--- src/rtl/pwm_frame_sequencer.sv ---
// -----------------------------------------------------------------------------
// pwm_frame_sequencer
//
// Double-buffered duty-cycle store for a 24-channel PWM display (8 digits x
// 3 groups l/m/r). The host writes duty values into a shadow bank. A commit
// is applied on the next display frame boundary. The shadow bank is either
// copied straight into the active bank, or the active bank is ramped toward
// the captured target one fade step every FADE_DIV frame ticks.
//
// Ports
//   clk         system clock, rising edge
//   reset       asynchronous, active-low reset
//   wr_valid    host write request
//   wr_ready    write accepted this cycle (IDLE/PENDING only)
//   wr_addr     channel index 0..23 (digit = addr/3, group = addr%3)
//   wr_data     duty value for the addressed channel
//   commit      one-cycle request to apply shadow -> active
//   fade_en     ramp (1) or immediate copy (0), sampled when the commit applies
//   fade_step   per-step maximum change per channel, sampled with fade_en
//   frame_tick  one-cycle frame boundary pulse
//   pwm_bus     active bank, channel n at bits [8n+7:8n]
//   busy        commit pending or fade in progress
//   done        one-cycle pulse while active bank equals the captured target
//   wr_err      one-cycle pulse, one cycle after an accepted write to addr > 23
//   state_dbg   current FSM state (0 IDLE, 1 PENDING, 2 COPY, 3 FADE)
//
// Handshake: a write transfers on a rising edge where wr_valid & wr_ready are
// both 1; wr_ready depends only on the registered state, never on wr_valid.
// -----------------------------------------------------------------------------
module pwm_frame_sequencer #(
    parameter int FADE_DIV = 4
) (
    input  logic         clk,
    input  logic         reset,
    input  logic         wr_valid,
    output logic         wr_ready,
    input  logic [4:0]   wr_addr,
    input  logic [7:0]   wr_data,
    input  logic         commit,
    input  logic         fade_en,
    input  logic [7:0]   fade_step,
    input  logic         frame_tick,
    output logic [191:0] pwm_bus,
    output logic         busy,
    output logic         done,
    output logic         wr_err,
    output logic [1:0]   state_dbg
);

    localparam int NCH = 24;

    typedef enum logic [1:0] {
        IDLE    = 2'd0,
        PENDING = 2'd1,
        COPY    = 2'd2,
        FADE    = 2'd3
    } state_t;

    state_t     state;
    logic [7:0] shadow      [NCH];
    logic [7:0] active      [NCH];
    logic [7:0] target      [NCH];
    logic [7:0] shadow_next [NCH];
    logic [7:0] fade_next   [NCH];
    logic [7:0] step_q;
    logic [7:0] div_q;
    logic       wr_fire;
    logic       all_eq;
    logic       div_wrap;

    // Move cur toward tgt by at most stp. The distance is taken in 9 bits, and
    // cur +/- stp is only used when the distance exceeds stp, so the result
    // can neither overshoot the target nor wrap past 0 or 255.
    function automatic logic [7:0] approach(input logic [7:0] cur,
                                            input logic [7:0] tgt,
                                            input logic [7:0] stp);
        logic [8:0] gap;
        approach = tgt;
        if (tgt > cur) begin
            gap = {1'b0, tgt} - {1'b0, cur};
            if (gap > {1'b0, stp}) approach = cur + stp;
        end else begin
            gap = {1'b0, cur} - {1'b0, tgt};
            if (gap > {1'b0, stp}) approach = cur - stp;
        end
    endfunction

    assign wr_ready  = (state == IDLE) || (state == PENDING);
    assign wr_fire   = wr_valid && wr_ready;
    assign busy      = (state != IDLE);
    assign done      = (state == COPY) || ((state == FADE) && all_eq);
    assign state_dbg = state;
    assign div_wrap  = (div_q == 8'(FADE_DIV - 1));

    // Shadow contents including a write accepted this cycle, so the value
    // written in the PENDING-exit cycle lands in the target bank.
    always_comb begin
        for (int i = 0; i < NCH; i++) begin
            shadow_next[i] = shadow[i];
            if (wr_fire && (wr_addr == 5'(i))) shadow_next[i] = wr_data;
            fade_next[i] = approach(active[i], target[i], step_q);
        end
    end

    always_comb begin
        all_eq = 1'b1;
        for (int i = 0; i < NCH; i++) begin
            if (active[i] != target[i]) all_eq = 1'b0;
        end
    end

    always_comb begin
        pwm_bus = '0;
        for (int i = 0; i < NCH; i++) pwm_bus[8*i +: 8] = active[i];
    end

    // The latched fade enable is represented by the COPY/FADE choice made on
    // leaving PENDING; only the step size needs its own register.
    // For an immediate copy the active bank is loaded together with the
    // target, so the copied values are visible during the COPY cycle, which
    // is the cycle done pulses.
    always_ff @(posedge clk or negedge reset) begin
        if (!reset) begin
            state  <= IDLE;
            step_q <= '0;
            div_q  <= '0;
            wr_err <= 1'b0;
            for (int i = 0; i < NCH; i++) begin
                shadow[i] <= '0;
                active[i] <= '0;
                target[i] <= '0;
            end
        end else begin
            wr_err <= wr_fire && (wr_addr > 5'd23);
            if (wr_fire && (wr_addr <= 5'd23)) shadow[wr_addr] <= wr_data;

            case (state)
                IDLE: begin
                    if (commit) state <= PENDING;
                end
                PENDING: begin
                    if (frame_tick) begin
                        step_q <= fade_step;
                        div_q  <= '0;
                        for (int i = 0; i < NCH; i++) target[i] <= shadow_next[i];
                        if (fade_en && (fade_step != 8'd0)) begin
                            state <= FADE;
                        end else begin
                            for (int i = 0; i < NCH; i++) active[i] <= shadow_next[i];
                            state <= COPY;
                        end
                    end
                end
                COPY: begin
                    state <= IDLE;
                end
                FADE: begin
                    if (all_eq) begin
                        state <= IDLE;
                    end else if (frame_tick) begin
                        if (div_wrap) begin
                            div_q <= '0;
                            for (int i = 0; i < NCH; i++) active[i] <= fade_next[i];
                        end else begin
                            div_q <= div_q + 8'd1;
                        end
                    end
                end
                default: state <= IDLE;
            endcase
        end
    end

endmodule
--- config.mk ---
export PLATFORM = sky130hd
export DESIGN_NAME = pwm_frame_sequencer
export DESIGN_NICKNAME = d
export VERILOG_FILES = /design/src/rtl/pwm_frame_sequencer.sv
export SDC_FILE = /design/constraint.sdc
export NUM_CORES = 2
export LEC_CHECK = 0
export CAP_MARGIN = 5
export CORE_MARGIN = 2
export CORE_UTILIZATION = 26
export CTS_CLUSTER_SIZE = 8
export DETAILED_ROUTE_END_ITERATION = 7
export PLACE_DENSITY_LB_ADDON = 0.08
export SYNTH_ARGS = -nofsm -noshare
export SYNTH_HDL_FRONTEND = slang
export SYNTH_SLANG_ARGS = --single-unit
--- constraint.sdc ---
create_clock -name clk -period 6.3 [get_ports clk]
set_input_delay 1.26 -clock clk [delete_from_list [all_inputs] [get_ports clk]]
set_output_delay 1.26 -clock clk [all_outputs]
set_load 0.03 [all_outputs]
**Yosys cells after proc, flatten, opt, wreduce, memory -nomap -nowiden**

Index checks and enable logic that the tools add are counted.

- Bits in registers: 595
- Input port bits: 27
- Output and inout port bits: 198
- Logic and storage cells: 488

- Add/subtract/negate cells: 97
- $lt $le $gt $ge: 76
- Equality and inequality tests: 58
- Muxes and demuxes: 139
- Bitwise operators: 1
- Reduce and logical (&&, ||, !) cells: 41

Operators by type and width:

| kind | number |
|---|---|
| $mux 192 | 5 |
| $mux 8 | 101 |
| $gt 9x8->1 | 48 |
| $sub 8x8->9 | 48 |
| $pmux 192 s2 | 1 |
| $add 8x8->8 | 24 |
| $bwmux 192 | 1 |
| $gt 8x8->1 | 24 |
| $ne 8x8->1 | 24 |
| $sub 8x8->8 | 24 |
| $demux 8 s5 | 1 |
| $eq 5x4->1 const B | 8 |
| $eq 5x5->1 const B | 8 |
| $logic_and 1x1->1 | 30 |
| $mux 1 | 25 |
| $eq 5x3->1 const B | 4 |
| $pmux 8 s2 | 1 |
| $ne 2x2->1 const B | 7 |
| $eq 5x2->1 const B | 2 |
| $add 8x1->8 const B | 1 |
| $eq 8x2->1 const B | 1 |
| $pmux 2 s4 | 1 |
| $reduce_bool 8->1 | 1 |
| $ge 6x6->1 const B | 1 |
| 16 further kinds | 21 |

**Logic depth before layout (Yosys ltp)**

- Word-level depth: 27
- Mapped depth: 18
- Depth with buffers taken out: 17

**Worst setup path before layout**

Ideal clock, no wire load.

- Path kind: reg-to-reg
- From: register step_q[1]
- To: register active, in the netlist pwm_bus[120]
- Library setup time: 0.126 ns
- Arrival time: 6.225 ns
- Data required time: 6.174 ns
- Path slack: -0.051 ns
- Cell stages (with the launch flop): 11
- Path buffers: 1
- Period minus slack after synthesis: 6.351 ns
- Cell sequence: dfrtp_1 -> inv_1 -> ha_1 -> nor2b_1 -> o31ai_1 -> a21oi_1 -> or3_1 -> clkbuf_1 -> mux2_1 -> mux2i_1 -> a221o_1

- Word-level cells in the longest chain between the ends: 7
- Elaborated cells between the ends (all ways): 9
- Classes of those cells: order compare (2); mux (7)

Ends and longest elaborated chain:

| item | line | text |
|---|---|---|
| start, declared | 65 | `logic [7:0] step_q;` |
| start signal, assigned | 143 | `step_q <= fade_step;` |
| $gt 9x8->1, on equally long branches | 84, 81 |  |
| $mux 8, on equally long branches | 84, 81 |  |
| $mux 8 * | 79 | `if (tgt > cur) begin` |
| $mux 192 * | 161 | `if (div_wrap) begin` |
| $mux 192 * | 160 | `end else if (frame_tick) begin` |
| $mux 192 * | 158 | `if (all_eq) begin` |
| $pmux 192 s2 * | 137 | `case (state)` |
| end signal, assigned by index | 130 | `active[i] <= '0;` |
| end, declared | 61 | `logic [7:0] active [NCH];` |

Every way passes the cells marked *; elsewhere a longest branch is shown, timed or not. The select of a mux whose other input is x is not followed.
A chain may end at the register's enable or synchronous reset.

**Final worst setup path**

- From: register active, in the netlist pwm_bus[85]
- To: output port done

- Word-level cells in the longest chain between the ends: 17

Ends and longest elaborated chain:

| item | line | text |
|---|---|---|
| $ne 8x8->1 | 108 | `if (active[i] != target[i]) all_eq = 1'b0;` |
| $mux 1 (14 in a row) | 108 |  |
| $logic_and 1x1->1 | 91 | `assign done = (state == COPY) \|\| ((state == FADE) && all_eq);` |
| $logic_or 1x1->1 | 91 |  |
| end, declared | 45 | `output logic done,` |

Every way passes these cells.

==> results.md <==
* Status: complete, no violations
* DRT Pass-1 Iters at 6
* Post-CTS Setup Repair Bufs at 0
* Layout Cells excl Fill at 11370
* Max_cap viols at 0
* Relative slew slack at 13.6%
* Period utilisation layout at 92.1%
* Max Fclk at 172 MHz
* RSZ-0062 raised after global routing: no
* Register area share after synthesis at 22.4%
* WL/cell at 25.0 µm
* 1st-iter DRT viols at 3929
* GR Overflow Total at 0
* Hold crit path type: in2async
* Ys Warns at 0
* IO Pins at 225
* Distinct cells, synth at 91
* Die W at 509 µm
* Slew Limit Fails at 0
* Clock period minus worst slack at 5.80 ns
* Routability cong. at 0.855
* Largest fanout on the critical path at 9
* # hold bufs at CTS at 0
* Clk pin slew, worst setup/hold paths at 0.06 ns
* Core ar. at 254000 µm²
* Critical path's slowest cell: nor4_1
* Worst Setup End Kind: primary output
* Largest net degree at the start of global routing at 116
* Std cell rows at 185
* FF-to-FF End: pwm_bus[179]$_DFFE_PN0P_
* Critical path class: reg2out
* Final wirelength at 285000 µm
* Post-synthesis instance total at 7890
* Syn nets at 9094
* WP data arrival at 4.54 ns
* Critical path data required time at 5.04 ns
* Flop2flop setup slack at 1.35 ns
* DP Wirelength at 201000 µm
* Seq cells post-synth at 595
* Total GRT Usage at 21.5%
* Initial core utilization at 26.1%
* CTS Root Buffer Type: clkbuf_16
* Clock Skews at 0.0555 ns
* Final hold violation count at 0
* TNS Setup at 0 ns
* Antenna Nets Post-Route at 0
* Syn Area/Cell at 8.42 µm²
* First-pass GRT wire length at 417000 µm
* Synth async-reset ratio at 100%
* # H-tree levels at 3
* CTS Buffer Depth at 3
* Layout cell share with drive strength beyond 1 at 6.08%
* Worst skew pair latency at 0.76 ns
* R2r startpoint: pwm_bus[85]$_DFFE_PN0P_
* Reg2Reg Depth at 10
* Worst path cell trace: inv_1 -> ha_1 -> nand4_1 -> nor4_1 -> nand4_1 -> nor4_2 -> buf_4 -> nor2_1 -> nor2_1 -> buf_4
* Post-synth EDFFs at 0
* Die Span Y at 509 µm
* TritonCTS clock tree: yes
* Cts repair resizes at 0
* Net count, final at 9155
* Initial antenna violation count at 21
* CTS Buf Count at 91
* Placed insts at 11224
* Port Buffers at 224
* Die area at 260000 µm²
* Top_reg_cell synth: dfrtp_1
* Clock sinks at 595
* Syn Std Cell Area at 66400 µm²
* Slew @ Worst Pin at 1.29 ns
* Setup crit start: pwm_bus[85]$_DFFE_PN0P_
* Vias in the first global route at 59759
* Final setup fails at 0
* Fin util at 29.6%
* # DRC at 0
* CP Launch Type: flop
* Crit-path max cell delay at 0.96 ns
* Area delta synth->final at 13.4%
* Vias at 59570
* Via-to-Cell Ratio at 5.24
==> registers in the layout (all words and copies together), names as in the netlist <==
name       flops
target       192
shadow       192
step_q         8
wr_err         1
pwm_bus      192
state_dbg      2
div_q          8
==> synth_stat cells, types with 17 or more instances <==
library cell | count | area, µm²
xnor2_1 | 262 | 2290
or2_2 | 37 | 231
fa_1 | 96 | 1920
xor2_1 | 143 | 1250
buf_2 | 30 | 150
o22ai_1 | 77 | 482
and2_1 | 46 | 288
a21boi_0 | 17 | 128
a21o_1 | 176 | 1320
nand4_1 | 147 | 920
nor4_1 | 65 | 407
o221ai_1 | 60 | 526
a31oi_1 | 70 | 438
o21a_1 | 107 | 803
a2111oi_0 | 21 | 184
nand2b_1 | 68 | 425
o2111ai_1 | 22 | 193
o21bai_1 | 122 | 916
nor3_1 | 173 | 866
o21ai_0 | 564 | 2820
nand3b_1 | 30 | 225
clkbuf_1 | 336 | 1260
nand2_1 | 455 | 1710
a22oi_1 | 17 | 128
o31a_1 | 40 | 350
o21ai_1 | 29 | 145
inv_1 | 774 | 2910
ha_1 | 1081 | 13500
o211ai_1 | 84 | 631
and3_1 | 41 | 257
a211oi_1 | 67 | 503
nor2_1 | 476 | 1790
a211o_1 | 20 | 175
mux2_2 | 105 | 1180
mux2i_1 | 232 | 2320
dfrtp_1 | 595 | 14900
o31ai_1 | 115 | 863
a221oi_1 | 27 | 236
nand3_1 | 169 | 846
o221a_2 | 22 | 248
o41ai_1 | 21 | 184
a21oi_1 | 478 | 2390
or3_1 | 48 | 300
a221o_1 | 17 | 170
nor2b_1 | 97 | 607
==> area by class of cell <==
type | instances | area [µm²]
diodes | 8 | 20.0
clock buffers | 126 | 2500
clock inverters | 12 | 165
fillers | 27047 | 179000
inverters | 774 | 2940
multi-input cells | 6140 | 47200
flip-flops and latches | 595 | 14900
well taps | 3366 | 4210
repair buffers | 349 | 3380
==> through the flow <==
step | cell area [µm²] | hold WS (ns) | worst slack [ns]
2_1_floorplan | 66400 | 0.457 | 0.868
3_3_place_gp | 72600 | 0.479 | 1.09
3_5_place_dp | 72600 | 0.482 | 1.11
4_1_cts | 75300 | 0.464 | 0.261
5_1_grt | 75300 | 0.513 | 0.304
6_report | 75300 | 0.495 | 0.498
==> cell usage in the layout (no fill, tap or decap), types with 77 or more instances in the layout <==
master           Yosys  final
nor3_1             173    173
ha_1              1081   1081
a21o_1             176    176
o211ai_1            84     84
inv_1              774    767
clkdlybuf4s50_1      0    214
clkbuf_16            0     91
nand4_1            147    147
nand2_1            455    454
mux2i_1            232    232
nand3_1            169    168
o31ai_1            115    115
xnor2_1            262    262
dfrtp_1            595    587
fa_1                96     96
nor2b_1             97     97
o21bai_1           122    122
a21oi_1            478    478
nor2_1             476    473
xor2_1             143    143
mux2_2             105    105
o21ai_0            564    564
o22ai_1             77     77
buf_4                5    108
o21a_1             107    107
==> worst max path at each step <==
stage / end / slack [ns]
floorplan: pwm_bus[120]$_DFFE_PN0P_ / 0.87
global placement: done / 1.09
detailed placement: done / 1.11
CTS: done / 0.26
global route: done / 0.30
finish: done / 0.50
==> logic make-up (layout without fill, tap and decap cells) <==
kind of cell / Yosys count / count (layout) / share of synthesized area (%)
adders and majority gates: 1177 / 1177 / 23.3
buffers and inverters: 1155 / 1261 / 6.66
and+or+nand+nor: 1903 / 1903 / 14.0
AOI/OAI and AO/OA: 2317 / 2317 / 23.0
xor gates and xnor gates: 405 / 405 / 5.34
DFF: 595 / 595 / 22.4
other: 0 / 8 / 0
muxes: 338 / 338 / 5.29
==> critical path: cells and delay by family, from the launching register on <==
family,cells,cell delay [ns]
and+or+nand+nor,6,2.33
buffers and inverters,3,0.50
adders and majority gates,1,0.49
DFF,1,0.48
==> routing by layer <==
layer	routed length (µm)	global-route usage, %	up-vias
met4	7780	6.25	0
met2	131000	35.2	1233
met1	136000	29.9	29593
met3	9930	2.01	265
met5	0	0	-
li1	-	-	28479
Power is left out: the tool's default activity adds up to more than one toggle a clock period on the data nets, which glitch-free logic cannot reach.
